[src/rtl/sysbus_timer.sv]
// sysbus_timer: memory-mapped 64-bit timer/compare unit on the system bus.
// Provides MTIME with a programmable prescaler, a 64-bit compare with
// optional auto-reload, a sticky PENDING flag and a level timer interrupt.
// Read data is registered and valid one cycle after the read request.
module sysbus_timer #(
    parameter int          PRESCALE_W   = 16,
    parameter int unsigned RST_PRESCALE = 0
) (
    input  logic        clk,
    input  logic        rst,
    input  logic        system_bus_en,
    input  logic        system_bus_rdwr,
    input  logic [31:0] system_bus_addr,
    input  logic [31:0] system_bus_wr_data,
    input  logic [3:0]  system_bus_mask,
    output logic [31:0] system_bus_rd_data,
    output logic        timer_irq
);

    localparam logic [2:0] A_MTIME_LO = 3'd0;
    localparam logic [2:0] A_MTIME_HI = 3'd1;
    localparam logic [2:0] A_CMP_LO   = 3'd2;
    localparam logic [2:0] A_CMP_HI   = 3'd3;
    localparam logic [2:0] A_CTRL     = 3'd4;
    localparam logic [2:0] A_STATUS   = 3'd5;
    localparam logic [2:0] A_PRESCALE = 3'd6;

    // Byte-lane merge: lanes with a set mask bit take the new data.
    function automatic logic [31:0] f_merge(input logic [31:0] old_val,
                                            input logic [31:0] new_val,
                                            input logic [3:0]  mask);
        logic [31:0] v;
        v = old_val;
        for (int i = 0; i < 4; i++) begin
            if (mask[i]) v[8*i +: 8] = new_val[8*i +: 8];
        end
        return v;
    endfunction

    // Architectural state
    logic [63:0]           r_mtime;
    logic [63:0]           r_cmp;
    logic                  r_en;
    logic                  r_autoreload;
    logic                  r_irq_en;
    logic                  r_pending;
    logic [PRESCALE_W-1:0] r_prescale;
    logic [PRESCALE_W-1:0] r_pcnt;
    logic [31:0]           r_shadow;
    logic [31:0]           r_rd_data;
    logic                  r_irq;

    // Decoded request
    logic       w_wr;
    logic       w_rd;
    logic       w_any_lane;
    logic [2:0] w_sel;

    // Next-state values
    logic                  w_match;
    logic                  w_tick;
    logic [63:0]           w_mtime_base;
    logic [63:0]           w_mtime_nxt;
    logic [63:0]           w_cmp_nxt;
    logic                  w_en_nxt;
    logic                  w_autoreload_nxt;
    logic                  w_irq_en_nxt;
    logic                  w_pending_nxt;
    logic                  w_w1c;
    logic [31:0]           w_pre32;
    logic [PRESCALE_W-1:0] w_prescale_nxt;
    logic [PRESCALE_W-1:0] w_pcnt_nxt;
    logic [31:0]           w_rd_nxt;
    logic                  w_unused;

    assign w_sel      = system_bus_addr[4:2];
    assign w_wr       = system_bus_en & system_bus_rdwr;
    assign w_rd       = system_bus_en & ~system_bus_rdwr;
    assign w_any_lane = |system_bus_mask;

    // Address bits outside [4:2] alias and are deliberately ignored.
    assign w_unused = ^{system_bus_addr[31:5], system_bus_addr[1:0]};

    // Compare and prescaler tick, both from registered state only.
    assign w_match = r_en && (r_mtime >= r_cmp);
    assign w_tick  = r_en && (r_pcnt == r_prescale);

    // Next-state logic: bus write > autoreload clear > tick increment.
    always_comb begin
        // Timer-driven MTIME update, then byte-lane bus writes on top
        if (r_autoreload && w_match)
            w_mtime_base = '0;
        else if (w_tick)
            w_mtime_base = r_mtime + 64'd1;
        else
            w_mtime_base = r_mtime;

        w_mtime_nxt = w_mtime_base;
        w_cmp_nxt   = r_cmp;
        if (w_wr && w_sel == A_MTIME_LO)
            w_mtime_nxt[31:0]  = f_merge(w_mtime_base[31:0], system_bus_wr_data, system_bus_mask);
        if (w_wr && w_sel == A_MTIME_HI)
            w_mtime_nxt[63:32] = f_merge(w_mtime_base[63:32], system_bus_wr_data, system_bus_mask);
        if (w_wr && w_sel == A_CMP_LO)
            w_cmp_nxt[31:0]    = f_merge(r_cmp[31:0], system_bus_wr_data, system_bus_mask);
        if (w_wr && w_sel == A_CMP_HI)
            w_cmp_nxt[63:32]   = f_merge(r_cmp[63:32], system_bus_wr_data, system_bus_mask);

        // CTRL lives entirely in byte lane 0
        w_en_nxt         = r_en;
        w_autoreload_nxt = r_autoreload;
        w_irq_en_nxt     = r_irq_en;
        if (w_wr && w_sel == A_CTRL && system_bus_mask[0]) begin
            w_en_nxt         = system_bus_wr_data[0];
            w_autoreload_nxt = system_bus_wr_data[1];
            w_irq_en_nxt     = system_bus_wr_data[2];
        end

        // PENDING: a match in the same cycle beats the W1C
        w_w1c         = w_wr && (w_sel == A_STATUS) && system_bus_mask[0] && system_bus_wr_data[0];
        w_pending_nxt = w_match | (r_pending & ~w_w1c);

        // Prescaler reload register and counter
        w_pre32        = f_merge(32'(r_prescale), system_bus_wr_data, system_bus_mask);
        w_prescale_nxt = r_prescale;
        w_pcnt_nxt     = r_pcnt;
        if (r_en)
            w_pcnt_nxt = w_tick ? '0 : r_pcnt + 1'b1;
        if (w_wr && w_sel == A_PRESCALE && w_any_lane) begin
            w_prescale_nxt = w_pre32[PRESCALE_W-1:0];
            w_pcnt_nxt     = '0;
        end

        // Read mux on the pre-edge register values
        case (w_sel)
            A_MTIME_LO: w_rd_nxt = r_mtime[31:0];
            A_MTIME_HI: w_rd_nxt = r_shadow;
            A_CMP_LO:   w_rd_nxt = r_cmp[31:0];
            A_CMP_HI:   w_rd_nxt = r_cmp[63:32];
            A_CTRL:     w_rd_nxt = {29'd0, r_irq_en, r_autoreload, r_en};
            A_STATUS:   w_rd_nxt = {31'd0, r_pending};
            A_PRESCALE: w_rd_nxt = 32'(r_prescale);
            default:    w_rd_nxt = 32'd0;
        endcase
    end

    // Timer, compare, control and interrupt state registers.
    always_ff @(posedge clk) begin
        if (rst) begin
            r_mtime      <= '0;
            r_cmp        <= '1;
            r_en         <= 1'b0;
            r_autoreload <= 1'b0;
            r_irq_en     <= 1'b0;
            r_pending    <= 1'b0;
            r_prescale   <= PRESCALE_W'(RST_PRESCALE);
            r_pcnt       <= '0;
            r_irq        <= 1'b0;
        end else begin
            r_mtime      <= w_mtime_nxt;
            r_cmp        <= w_cmp_nxt;
            r_en         <= w_en_nxt;
            r_autoreload <= w_autoreload_nxt;
            r_irq_en     <= w_irq_en_nxt;
            r_pending    <= w_pending_nxt;
            r_prescale   <= w_prescale_nxt;
            r_pcnt       <= w_pcnt_nxt;
            r_irq        <= w_pending_nxt & w_irq_en_nxt;
        end
    end

    // Registered read data plus the MTIME_HI shadow captured on MTIME_LO reads.
    always_ff @(posedge clk) begin
        if (rst) begin
            r_rd_data <= '0;
            r_shadow  <= '0;
        end else if (w_rd) begin
            r_rd_data <= w_rd_nxt;
            if (w_sel == A_MTIME_LO)
                r_shadow <= r_mtime[63:32];
        end
    end

    assign system_bus_rd_data = r_rd_data;
    assign timer_irq          = r_irq;

endmodule

[config.mk]
export PLATFORM = sky130hd
export DESIGN_NAME = sysbus_timer
export DESIGN_NICKNAME = d
export VERILOG_FILES = /design/src/rtl/sysbus_timer.sv
export SDC_FILE = /design/constraint.sdc
export NUM_CORES = 1
export LEC_CHECK = 0
export ABC_CLOCK_PERIOD_IN_PS = 6900
export BUFFER_PORTS_ARGS = -buffer_cell sky130_fd_sc_hd__buf_2
export CORE_ASPECT_RATIO = 0.75
export CORE_UTILIZATION = 47
export CTS_CLUSTER_DIAMETER = 100
export DETAILED_ROUTE_END_ITERATION = 16
export PLACE_DENSITY = 0.73
export REMOVE_ABC_BUFFERS = 1
export SYNTH_ARGS = -nofsm -noshare
export SYNTH_HDL_FRONTEND = slang
export SYNTH_SLANG_ARGS = --single-unit
[constraint.sdc]
create_clock -name clk -period 6.9 [get_ports clk]
set_input_delay 0 -clock clk [delete_from_list [all_inputs] [get_ports clk]]
set_output_delay 0 -clock clk [all_outputs]
set_load 0.1 [all_outputs]
==> metrics.cfg <==
[run_status]
outcome=finished, final reports clean

[sta]
fmax_mhz=244
setup_slack_ps=2790
finClkSkew_ps=10.1
slew_headroom_pct=19.8
slew_violations=0
setup_viol=0
hold_viol_final=0
period_needed_ps=4110
finalCritPeriodShare_pct=59.5
fin_tns_setup_ps=0
rsz0062_at_grt=no
worst_pin_slew_ps=1190

[synthesis]
synthFlopType=dfxtp_1
syn_inst=1395
yosysUniqueCellTypes=61
ys_warn_count=0
syn_area_um2=12100
ys_seq_area_share_pct=37.9
synth-async-reset-ratio_pct=0
ys_seq_elements=229
synth-edff-count=0
avgSynthCellArea_um2=8.66

[die]
ioPinCount=105
core_um2=25100
die_h_um=141
fp-row-count=50
die_w_um=187
start_util_pct=48.2
die_area_um2=26400

[critical_path]
worst_r2r_path_depth=10
cp-start-kind=register
worst_ep_arrival_time_ps=4570
r2r_slack_ps=2790
cpPeakStageDelay_ps=910
required_ps=7370
critPathSlowestCell=nor4_1
end_kind=register
crit_type=reg2reg
worstReg2RegEnd=r_mtime[50]
crit_buf_inv=2
crit_chain=inv_1 > ha_1 > nor2_1 > a21oi_1 > o311ai_0 > a311oi_1 > nor4_1 > o21ba_2 > buf_4 > a32o_1
crit_fanout=64
worstSetupStartpoint=r_mtime[0]
r2r-start=r_mtime[0]
critPathTopFamily=compound AO/OA/AOI/OAI gates

[global_routing]
antenna_found_initial=1
track_usage_pct=26.9
grt_pass1_wl_um=56500
grt_remaining_overflow=0
grt_pass1_vias=10300
grt_max_degree=69

[place]
dp_worst_setup_slack_ps=3070
dpl.hpwl_um=25000
portBuffers=75
gp_congestion=0.943

[power]
p_leak_nw=5.83
power_density_nw_per_um2=213
ir_worst_vdd_mv=0.162

[routing]
first_pass_iters=6
wirelength_um=36700
final_antenna_net_count=0
num_vias=11200
wire_per_inst_um=20.1
drt_iter0_drc=1211
drc=0
vias_per_cell=6.13

[min_path]
hold_path_class=in2reg
hp-start=system_bus_mask[1]
hold_depth=4
hold_end=r_pcnt[1]

[clock_tree]
h-tree-depth=1
clock_sink_count=229
clk_latency_ps=530
clk_pin_slew_worst_paths_ps=60
clockRootBuffer=clkbuf_16
cts_tree=done
clk_path_buf_depth=3
cts-buffers-inserted=24

[finish]
drive_above_1_share_pct=11.0
syn2layout_area_growth_pct=14.4
layout.nets=1603

[job]
drv_cap=0

per-layer routing:
layer | share of wire [%] | GRT usage, % | wire length, um | vias up
met5 | 0 | 0 | 0 | -
met4 | 2.5 | 7.85 | 905 | 0
met3 | 8.4 | 4.18 | 3080 | 68
met2 | 43 | 40.6 | 15600 | 519
met1 | 47 | 39.2 | 17100 | 5377
li1 | - | - | - | 5207
state kept, by name, summed over array words and instances, names as in the netlist:
name / flops
r_shadow: 32
r_en: 1
timer_irq: 1
r_mtime: 64
system_bus_rd_data: 32
r_pcnt: 16
r_irq_en: 1
r_autoreload: 1
r_pending: 1
r_prescale: 16
r_cmp: 64
logic make-up (layout without fill, tap and decap cells):
group	after synthesis	in the layout	synth area share [%]
XOR/XNOR	93	93	6.74
multiplexers	39	39	3.69
adder cells (fa/ha/maj)	66	66	6.83
AO/OA/AOI/OAI	338	338	20.7
other	0	1	0
flip-flops	229	229	37.9
buffers and inverters	155	242	5.00
AND/OR/NAND/NOR	475	475	19.1
repair_timing:
| action | CTS | global route |
|---|---|---|
| hold buffers | 33 | 0 |
| gates resized for setup | 0 | 0 |
| setup buffers | 0 | 0 |
| endpoints found under the hold margin | 165 | 0 |
Yosys cell counts, types with 14 or more instances:
master | count | area, um^2
nand3_1 | 38 | 190
a21oi_1 | 95 | 475
dfxtp_1 | 229 | 4580
ha_1 | 66 | 826
o21ai_0 | 25 | 125
mux2_2 | 14 | 158
nor2_1 | 165 | 619
nand2_1 | 128 | 480
nand4_1 | 34 | 213
xnor2_1 | 48 | 420
a22oi_1 | 58 | 435
nor3_1 | 22 | 110
clkbuf_1 | 61 | 229
nor4_1 | 15 | 93.8
xor2_1 | 45 | 394
mux2i_1 | 22 | 220
inv_1 | 77 | 289
a32o_1 | 64 | 641
a211o_1 | 64 | 561
layout by cell type, fill, tap and decap left out, types with 14 or more instances in the layout:
master / netlist / final
a211o_1: 64 / 64
a21oi_1: 95 / 95
a22oi_1: 58 / 58
a32o_1: 64 / 64
buf_2: 9 / 74
buf_4: 1 / 15
clkbuf_16: 0 / 25
dfxtp_1: 229 / 229
dlygate4sd3_1: 0 / 33
ha_1: 66 / 66
inv_1: 77 / 77
mux2_2: 14 / 14
mux2i_1: 22 / 22
nand2_1: 128 / 128
nand3_1: 38 / 38
nand4_1: 34 / 34
nor2_1: 165 / 164
nor3_1: 22 / 21
nor4_1: 15 / 15
o21ai_0: 25 / 25
xnor2_1: 48 / 48
xor2_1: 45 / 45
how the worst max path moves through the flow:
stage	end	cells after the start
after global placement	r_mtime[45]	10
after detailed placement	r_mtime[13]	10
after global routing	r_mtime[55]	10
after CTS	r_mtime[13]	10
after floorplan	r_mtime[32]	8
final	r_mtime[50]	10
layout make-up:
cell class / instances / area [um^2]
antenna: 1 / 2.50
multi-input combinational: 1011 / 6910
timing repair buffer: 122 / 813
inverter: 77 / 289
clock inverter: 8 / 67.6
tap: 338 / 423
fill: 2350 / 11300
clock buffer: 35 / 733
sequential: 229 / 4580
report_power, final:
| group | switching, mW | internal [mW] | leakage, nW |
|---|---|---|---|
| logic | 0.187 | 0.0718 | 3.58 |
| registers | 0.0119 | 1.34 | 1.85 |
| clock network | 0.559 | 0.772 | 0.400 |
| total | 0.758 | 2.18 | 5.83 |
worst reg2reg max path: cells and delay by family (launching register included):
kind / cells / cell delay [ps]
AO/OA/AOI/OAI: 5 / 1580
adder cells (fa/ha/maj): 1 / 300
buffers and inverters: 2 / 710
flip-flops: 1 / 450
AND/OR/NAND/NOR: 2 / 1000
through the flow:
stage               instance area [um^2]  hold WS, ps  instances  util (%)  power (mW)
detailed placement                 12700          281       1744      50.6        1.62
global placement                   12700          276       1744      50.6        1.62
floorplan                          11800         69.1       1317         -        1.52
CTS                                13800         30.1       1820      55.1        2.95
global route                       13800         78.8       1821      55.1        3.02
finish                             13800         48.3       1821      55.1        2.94
Note: power is estimated with default switching activity, not from simulation.
